<file path="src/rtl/round_sat.sv">
`timescale 1ns/1ps
// ----------------------------------------------------------------------------
// round_sat
//
// Registered round-half-up stage with saturation for a valid/ready stream.
// It sits directly in front of a truncate stage that drops the NBITS LSBs.
// Each word gets half an LSB of the retained precision added, and clamps on
// overflow. The low NBITS bits of the output are already zero, so the
// truncate that follows yields a correctly rounded value and leaves this data
// unchanged.
//
// Buffering is a main register plus a one-entry skid register. This gives
// full throughput with a registered din_ready. dout always reflects the main
// entry.
//
// Parameters
//   NBITS  : number of LSBs dropped downstream (rounding position), 0..DIN-1.
//            With NBITS=0 the block is a plain registered pass-through.
//   DIN    : data width of din_data and dout_data.
//   SIGNED : 1 = two's-complement data, 0 = unsigned data.
//
// Ports
//   clk        : clock, all state updates on the rising edge
//   rst        : asynchronous reset, active low; discards all buffered words
//   din_data   : input word
//   din_valid  : input word valid
//   din_ready  : stage can accept (registered, low only while skid is full)
//   dout_data  : rounded, saturated word (low NBITS bits always 0)
//   dout_valid : output word valid
//   dout_ready : downstream accepts
//   sat        : qualified by dout_valid, current dout word was saturated
// ----------------------------------------------------------------------------
module round_sat #(
    parameter int NBITS  = 0,
    parameter int DIN    = 16,
    parameter int SIGNED = 1
) (
    input  logic           clk,
    input  logic           rst,
    input  logic [DIN-1:0] din_data,
    input  logic           din_valid,
    output logic           din_ready,
    output logic [DIN-1:0] dout_data,
    output logic           dout_valid,
    input  logic           dout_ready,
    output logic           sat
);

    // Occupancy of the main/skid pair. FULL means both entries hold a word.
    typedef enum logic [1:0] {
        ST_EMPTY = 2'd0,
        ST_ONE   = 2'd1,
        ST_FULL  = 2'd2
    } state_t;

    state_t         state_reg, state_next;
    logic [DIN-1:0] main_data_reg, main_data_next;
    logic           main_sat_reg, main_sat_next;
    logic [DIN-1:0] skid_data_reg, skid_data_next;
    logic           skid_sat_reg, skid_sat_next;
    logic           din_ready_reg, din_ready_next;

    // Combinational rounding result for the word currently on din.
    logic [DIN-1:0] rnd_data;
    logic           rnd_sat;

    logic in_xfer;
    logic out_xfer;

    genvar gi;

    // ------------------------------------------------------------------------
    // Rounding / saturation datapath
    // ------------------------------------------------------------------------
    generate
        if (NBITS > 0) begin : gen_round
            // Half an LSB of the retained precision, at DIN+1 bits so the
            // unsigned carry-out is visible in the top bit.
            localparam logic [DIN:0] HALF_LSB = {{DIN{1'b0}}, 1'b1} << (NBITS - 1);

            logic [DIN-1:0] keep_mask;
            logic [DIN-1:0] sat_value;
            logic [DIN:0]   sum;
            logic           ext_msb;
            logic           ovf;

            // Mask that clears the NBITS LSBs the downstream truncate drops.
            for (gi = 0; gi < DIN; gi++) begin : gen_mask
                assign keep_mask[gi] = (gi >= NBITS);
            end

            assign ext_msb = (SIGNED != 0) ? din_data[DIN-1] : 1'b0;
            assign sum     = {ext_msb, din_data} + HALF_LSB;

            // Signed: only a non-negative input can wrap into the sign bit.
            // Negative inputs move toward zero and never overflow.
            // Unsigned: overflow is the carry out of the DIN-bit sum.
            assign ovf = (SIGNED != 0) ? (!din_data[DIN-1] && sum[DIN-1])
                                       : sum[DIN];

            // Largest representable value, with its dropped LSBs cleared.
            assign sat_value = (SIGNED != 0)
                             ? ({1'b0, {(DIN-1){1'b1}}} & keep_mask)
                             : ({DIN{1'b1}} & keep_mask);

            assign rnd_data = ovf ? sat_value : (sum[DIN-1:0] & keep_mask);
            assign rnd_sat  = ovf;
        end else begin : gen_pass
            assign rnd_data = din_data;
            assign rnd_sat  = 1'b0;
        end
    endgenerate

    // ------------------------------------------------------------------------
    // Handshake
    // ------------------------------------------------------------------------
    assign dout_valid = (state_reg == ST_ONE) || (state_reg == ST_FULL);
    assign in_xfer    = din_valid && din_ready_reg;
    assign out_xfer   = dout_valid && dout_ready;

    assign din_ready  = din_ready_reg;
    assign dout_data  = main_data_reg;
    assign sat        = main_sat_reg;

    // ------------------------------------------------------------------------
    // Next-state logic for the main/skid pair
    // ------------------------------------------------------------------------
    always_comb begin
        state_next     = state_reg;
        main_data_next = main_data_reg;
        main_sat_next  = main_sat_reg;
        skid_data_next = skid_data_reg;
        skid_sat_next  = skid_sat_reg;

        unique case (state_reg)
            ST_EMPTY: begin
                if (in_xfer) begin
                    state_next     = ST_ONE;
                    main_data_next = rnd_data;
                    main_sat_next  = rnd_sat;
                end
            end

            ST_ONE: begin
                case ({in_xfer, out_xfer})
                    2'b11: begin
                        // Main drains and refills in the same edge.
                        main_data_next = rnd_data;
                        main_sat_next  = rnd_sat;
                    end
                    2'b10: begin
                        // Main is stalled: park the new word in the skid entry.
                        state_next     = ST_FULL;
                        skid_data_next = rnd_data;
                        skid_sat_next  = rnd_sat;
                    end
                    2'b01: begin
                        // Main data is left in place; it is don't-care now.
                        state_next = ST_EMPTY;
                    end
                    default: begin
                    end
                endcase
            end

            ST_FULL: begin
                // din_ready is low here, so only the output side can move.
                if (out_xfer) begin
                    state_next     = ST_ONE;
                    main_data_next = skid_data_reg;
                    main_sat_next  = skid_sat_reg;
                end
            end

            default: begin
                state_next = ST_EMPTY;
            end
        endcase

        // Ready is a pure function of the next occupancy, so it can be
        // registered without losing a cycle of throughput.
        din_ready_next = (state_next != ST_FULL);
    end

    // ------------------------------------------------------------------------
    // State registers
    // ------------------------------------------------------------------------
    always_ff @(posedge clk or negedge rst) begin
        if (!rst) begin
            state_reg     <= ST_EMPTY;
            main_data_reg <= '0;
            main_sat_reg  <= 1'b0;
            skid_data_reg <= '0;
            skid_sat_reg  <= 1'b0;
            din_ready_reg <= 1'b1;
        end else begin
            state_reg     <= state_next;
            main_data_reg <= main_data_next;
            main_sat_reg  <= main_sat_next;
            skid_data_reg <= skid_data_next;
            skid_sat_reg  <= skid_sat_next;
            din_ready_reg <= din_ready_next;
        end
    end

endmodule
</file>
<file path="config.mk">
export PLATFORM = sky130hd
export DESIGN_NAME = round_sat
export DESIGN_NICKNAME = d
export VERILOG_FILES = /design/src/rtl/round_sat.sv
export SDC_FILE = /design/constraint.sdc
export NUM_CORES = 1
export LEC_CHECK = 0
export ABC_AREA = 1
export CORE_MARGIN = 5
export CORE_UTILIZATION = 40
export DETAILED_ROUTE_END_ITERATION = 10
export PLACE_DENSITY = 0.7
export SLEW_MARGIN = 20
export SYNTH_ARGS = -nofsm -noshare
export SYNTH_HDL_FRONTEND = slang
export SYNTH_SLANG_ARGS = --single-unit
export TNS_END_PERCENT = 50
</file>
<file path="constraint.sdc">
create_clock -name clk -period 1.6 [get_ports clk]
set_input_delay 0.32 -clock clk [delete_from_list [all_inputs] [get_ports clk]]
set_output_delay 0.32 -clock clk [all_outputs]
set_load 0.01 [all_outputs]
</file>
-- Word-level counts from Yosys, hierarchy flattened
Index checks and enable logic that the tools add are counted.
- register bits: 36
- bits of input ports: 20
- output and inout bits: 19
- logic and storage cells: 33
- eq/ne operators: 9
- mux-type cells: 12
- reductions and logical operators: 7
- operator list (operator ; count):
    $mux 16 ; 3
    $pmux 16 s3 ; 1
    $eq 2x2->1 const B ; 3
    $ne 2x2->1 const B ; 3
    $pmux 2 s3 ; 1
    $eq 2x1->1 const B ; 2
    $mux 2 ; 2
    $pmux 2 s2 ; 1
    $reduce_and 4->1 ; 1
    $mux 1 ; 3
    $pmux 1 s3 ; 1
    $reduce_bool 3->1 ; 1
    $logic_and 1x1->1 ; 2
    $logic_not 2->1 ; 1
    $ne 2x1->1 const B ; 1
    $reduce_and 2->1 ; 1
    $logic_or 1x1->1 ; 1

-- Logic depth before layout (Yosys ltp)
- depth after elaboration: 7
- depth in mapped cells: 12
- gate-level depth less buffers: 11

-- Worst setup path after synthesis
OpenSTA, ideal clock, no wires.
- path type: register to register
- from: register state_reg[0]
- to: register main_data_reg[0] (netlist: dout_data[0])
- library setup time: 0.123 ns
- arrival time: 1.594 ns
- required time: 1.477 ns
- slack: -0.117 ns
- stages on the path, launching flop included: 13
- buffers on the path: 1
- clock period less this slack: 1.717 ns
- path through: dfrtp_1 -> inv_1 -> ha_1 -> nand2_1 -> inv_1 -> ha_1 -> inv_1 -> nand2_2 -> nand2_4 -> nor2_8 -> buf_8 -> nand2_1 -> nand2_1
- longest elaborated chain between the ends: 6
- elaborated cells between the ends (all ways): 12
- classes of those cells: eq/ne: 6; mux: 1; reduce/logical: 5
- RTL lines (item ; RTL line ; RTL):
    start, declared ; 56 ; state_t state_reg, state_next;
    start signal, assigned ; 197 ; state_reg <= state_next;
    $eq 2x1->1 / $eq 2x2->1 (equally long branches) ; 117 ; assign dout_valid = (state_reg == ST_ONE) || (state_reg == ST_FULL);
    $logic_or 1x1->1 * ; 117 ;
    named net dout_valid ; 44 ; output logic dout_valid,
    $logic_and 1x1->1 * ; 119 ; assign out_xfer = dout_valid && dout_ready;
    $eq 2x2->1 ; 145 ; case ({in_xfer, out_xfer})
    $ne 2x1->1 (no source line) ; n/a ;
    $reduce_and 4->1 (no source line) * ; n/a ;
    end signal, assigned ; 198 ; main_data_reg <= main_data_next;
    end, declared ; 57 ; logic [DIN-1:0] main_data_reg, main_data_next;
The timed path passes the listed nets; every way through them passes the cells marked *.
A chain may end at the register's enable or synchronous reset.

-- Worst setup path in the final report
- from: register state_reg[1]
- to: register main_data_reg[6] (netlist: dout_data[6])
- longest elaborated chain between the ends: 6
- elaborated cells between the ends (all ways): 12
- classes of those cells: eq/ne: 6; mux: 1; reduce/logical: 5
- RTL lines (item ; RTL line):
    $eq 2x1->1 / $eq 2x2->1 (equally long branches) ; 117, 135
    $logic_or 1x1->1 ; 117
    $logic_and 1x1->1 ; 119
    $eq 2x2->1 ; 145
    $ne 2x1->1 (no source line) ; n/a
    $reduce_and 4->1 (no source line) ; n/a
Several ways; a longest one is shown, not always the timed one.

==> results.yml <==
power_and_ir_drop:
  powerDensity_nw_per_um2: 2078
  seq_power_share: 0.302
  switching_share: 0.4131
  power.switching_uw: 2138
  intPower_uw: 3037
  clkPwrFrac: 0.136
  combPwrFrac: 0.562
  ir_drop_mv: 0.7116
  p_leak_uw: 0.001175
setup_path:
  critPathLaunchType: "register"
  slowest_delay_ns: 0.38
  crit_top_cell: "nand2_4"
  reg2reg_from: "state_reg[1]"
  critical_path_class: "reg -> reg"
  worstPathRequired_ns: 1.77
  crit_path_end_kind: "register"
  crit_chain: "inv_2 -> ha_4 -> nand2_4 -> inv_4 -> ha_4 -> inv_2 -> nand2_4 -> buf_12 -> nand2_4 -> o21ai_1 -> nand2_1"
  cp_max_fo: 4
  cp.arrival_ns: 1.81
  rrSetupSlack_ns: -0.03
  cp-startpoint: "state_reg[1]"
  slowest_stage: "dfrtp_1"
placed_design:
  gp_congestion: 0.8561
  port_buffers: 37
  hpwl_mm: 2.719
  placed_area_um2: 2208
  dp.cells: 299
detailed_routing:
  detail_route.wl_per_cell_um: 12.67
  drt-vias-per-instance: 4.801
  drt_iter0_drc: 121
  ant_nets: 0
  drt-total-wl_mm: 3.939
  dr.pass1.iters: 4
  dr_total_vias: 1493
  route.detailed.drc: 0
cts:
  clk_pin_slew_worst_paths_ns: 0.07
  clockRootBuffer: "clkbuf_8"
  cts_made_buffers: 5
  clkSinkCount: 35
  clk_path_buf_depth: 2
  clkLatencyLatePin_ns: 0.29
  htree_levels: 2
  cts_tree: "yes"
grt:
  grt_max_degree: 36
  grt_pass1_vias: 1392
  overflow: 0
  track_usage: 0.1395
  grt_pass1_wl_mm: 6.624
  antenna_found_initial: 0
sta:
  finalWorstSetupSlack_ns: -0.03151
  totalNegativeSetupSlack_ns: -0.1320
  finalMaxSlewViolations: 0
  rsz0062_at_grt: "yes"
  finalHoldViolations: 0
  fin_crit_ns: 1.632
  max_freq_mhz: 612.9
  period_share: 1.020
  setup_viol: 10
  finClkSkew_ns: 0.005051
floorplan:
  ioPinCount: 39
  dieHeight_um: 76.15
  die_w_um: 76.15
  initial_utilization: 0.4076
  die-area_um2: 5799
  num_rows: 24
  core_area_um2: 4294
finish:
  antenna_cells: 0
  area_delta_synth_final_pct: 42.24
  drive_gt1_frac: 0.2162
  nets: 284
  finish.utilization: 0.5798
  design_area_um2: 2490
  fin_cells: 311
synthesis:
  postSynthNetCount: 239
  avgSynthCellArea_um2: 8.218
  syn_area_um2: 1750
  ys_seq_area_frac: 0.5011
  yosysWarnings: 0
  ys_ff_latch: 35
  postSynthCellCount: 213
  synth_cell_types: 20
status:
  violations: "negative setup slack"
  status: "finished with violations"
run:
  maxCapViolations: 0
min_path:
  hp-class: "in -> async"
[metal layers]
metal,vias to the layer above,wire [um],GRT usage
li1,764,-,-
met1,680,1852,0.1980
met2,40,1815,0.2012
met3,9,181,0.03191
met4,0,90,0.06294
met5,-,0,0
[power by group through the flow]
stage	combinational (uW)	clock [uW]	sequential [uW]
after CTS	2550	717	1540
after detailed placement	2360	0	1560
after floorplan	1500	0	1630
after global placement	2300	0	1540
after global routing	3220	755	1620
final	2910	706	1560
[critical path, delay by kind of cell (launching register included)]
family	cells	cell delay, ns
AO/OA/AOI/OAI	1	0.17
AND/OR/NAND/NOR	4	0.28
buffers and inverters	4	0.28
flip-flops	1	0.38
adder cells (fa/ha/maj)	2	0.40
[synthesized netlist by cell type (all sizes together)]
library cell   n  area share
inv           24       0.051
o21ai         49        0.14
dfrtp         34        0.49
conb           1      0.0021
and2           1      0.0036
a21oi          1      0.0029
clkbuf         3      0.0071
buf            8       0.037
nand2         76        0.18
nand3          6       0.017
dfstp          1       0.015
ha             6       0.043
nor2           3       0.016
[path summary, 6_finish.rpt]
| check | cells after the start | endpoint |
|---|---|---|
| min reg2reg | 2 | skid_data_reg[6] |
| max reg2reg | 11 | dout_data[6] |
| max | 11 | dout_data[6] |
| max in group asynchronous | 2 | din_ready |
| min | 2 | dout_data[3] |
| min in group clk | 2 | skid_data_reg[6] |
[cell type report]
type                       instances  area (um^2)
multi-input combinational        146        878.3
clock buffer                       8        100.1
timing repair buffer              46        473.0
sequential                        35        877.1
inverter                          24        96.34
fill                             387         1804
tap                               52        65.06
[through the flow]
step                      power, uW  worst slack, ns  hold WS (ns)
after global placement         3837          -0.1993        0.4660
after CTS                      4813         -0.03735        0.4046
after detailed placement       3918          -0.2446        0.4737
after global routing           5595          -0.1113        0.4144
after floorplan                3127         0.004107       0.02441
final                          5174         -0.03151        0.4002
[cells by family after synthesis]
family | Yosys count | share of synthesized area
adder cells (fa/ha/maj) | 6 | 0.04289
AO/OA/AOI/OAI | 50 | 0.1430
other | 1 | 0.002142
AND/OR/NAND/NOR | 86 | 0.2152
buffers and inverters | 35 | 0.09578
flip-flops | 35 | 0.5011
[repair_timing]
| item | CTS | global route |
|---|---|---|
| setup buffers | 0 | 1 |
| pin swaps | 2 | 23 |
| gates cloned | 3 | 0 |
| endpoints found under the setup margin | 19 | 26 |
| hold buffers | 0 | 0 |
| gates resized for setup | 14 | 26 |
[placed cells by master (no fill, tap or decap), drive strengths merged]
master	netlist	layout
clkdlybuf4s50	0	35
conb	1	1
and2	1	1
inv	24	23
buf	8	9
ha	6	6
o21ai	49	49
clkbuf	3	8
clkinvlp	0	1
dfrtp	34	34
nand2	76	78
a21oi	1	1
nor2	3	4
nand3	6	6
dfstp	1	1
dlygate4sd2	0	2
(Power assumes the default switching activity.)
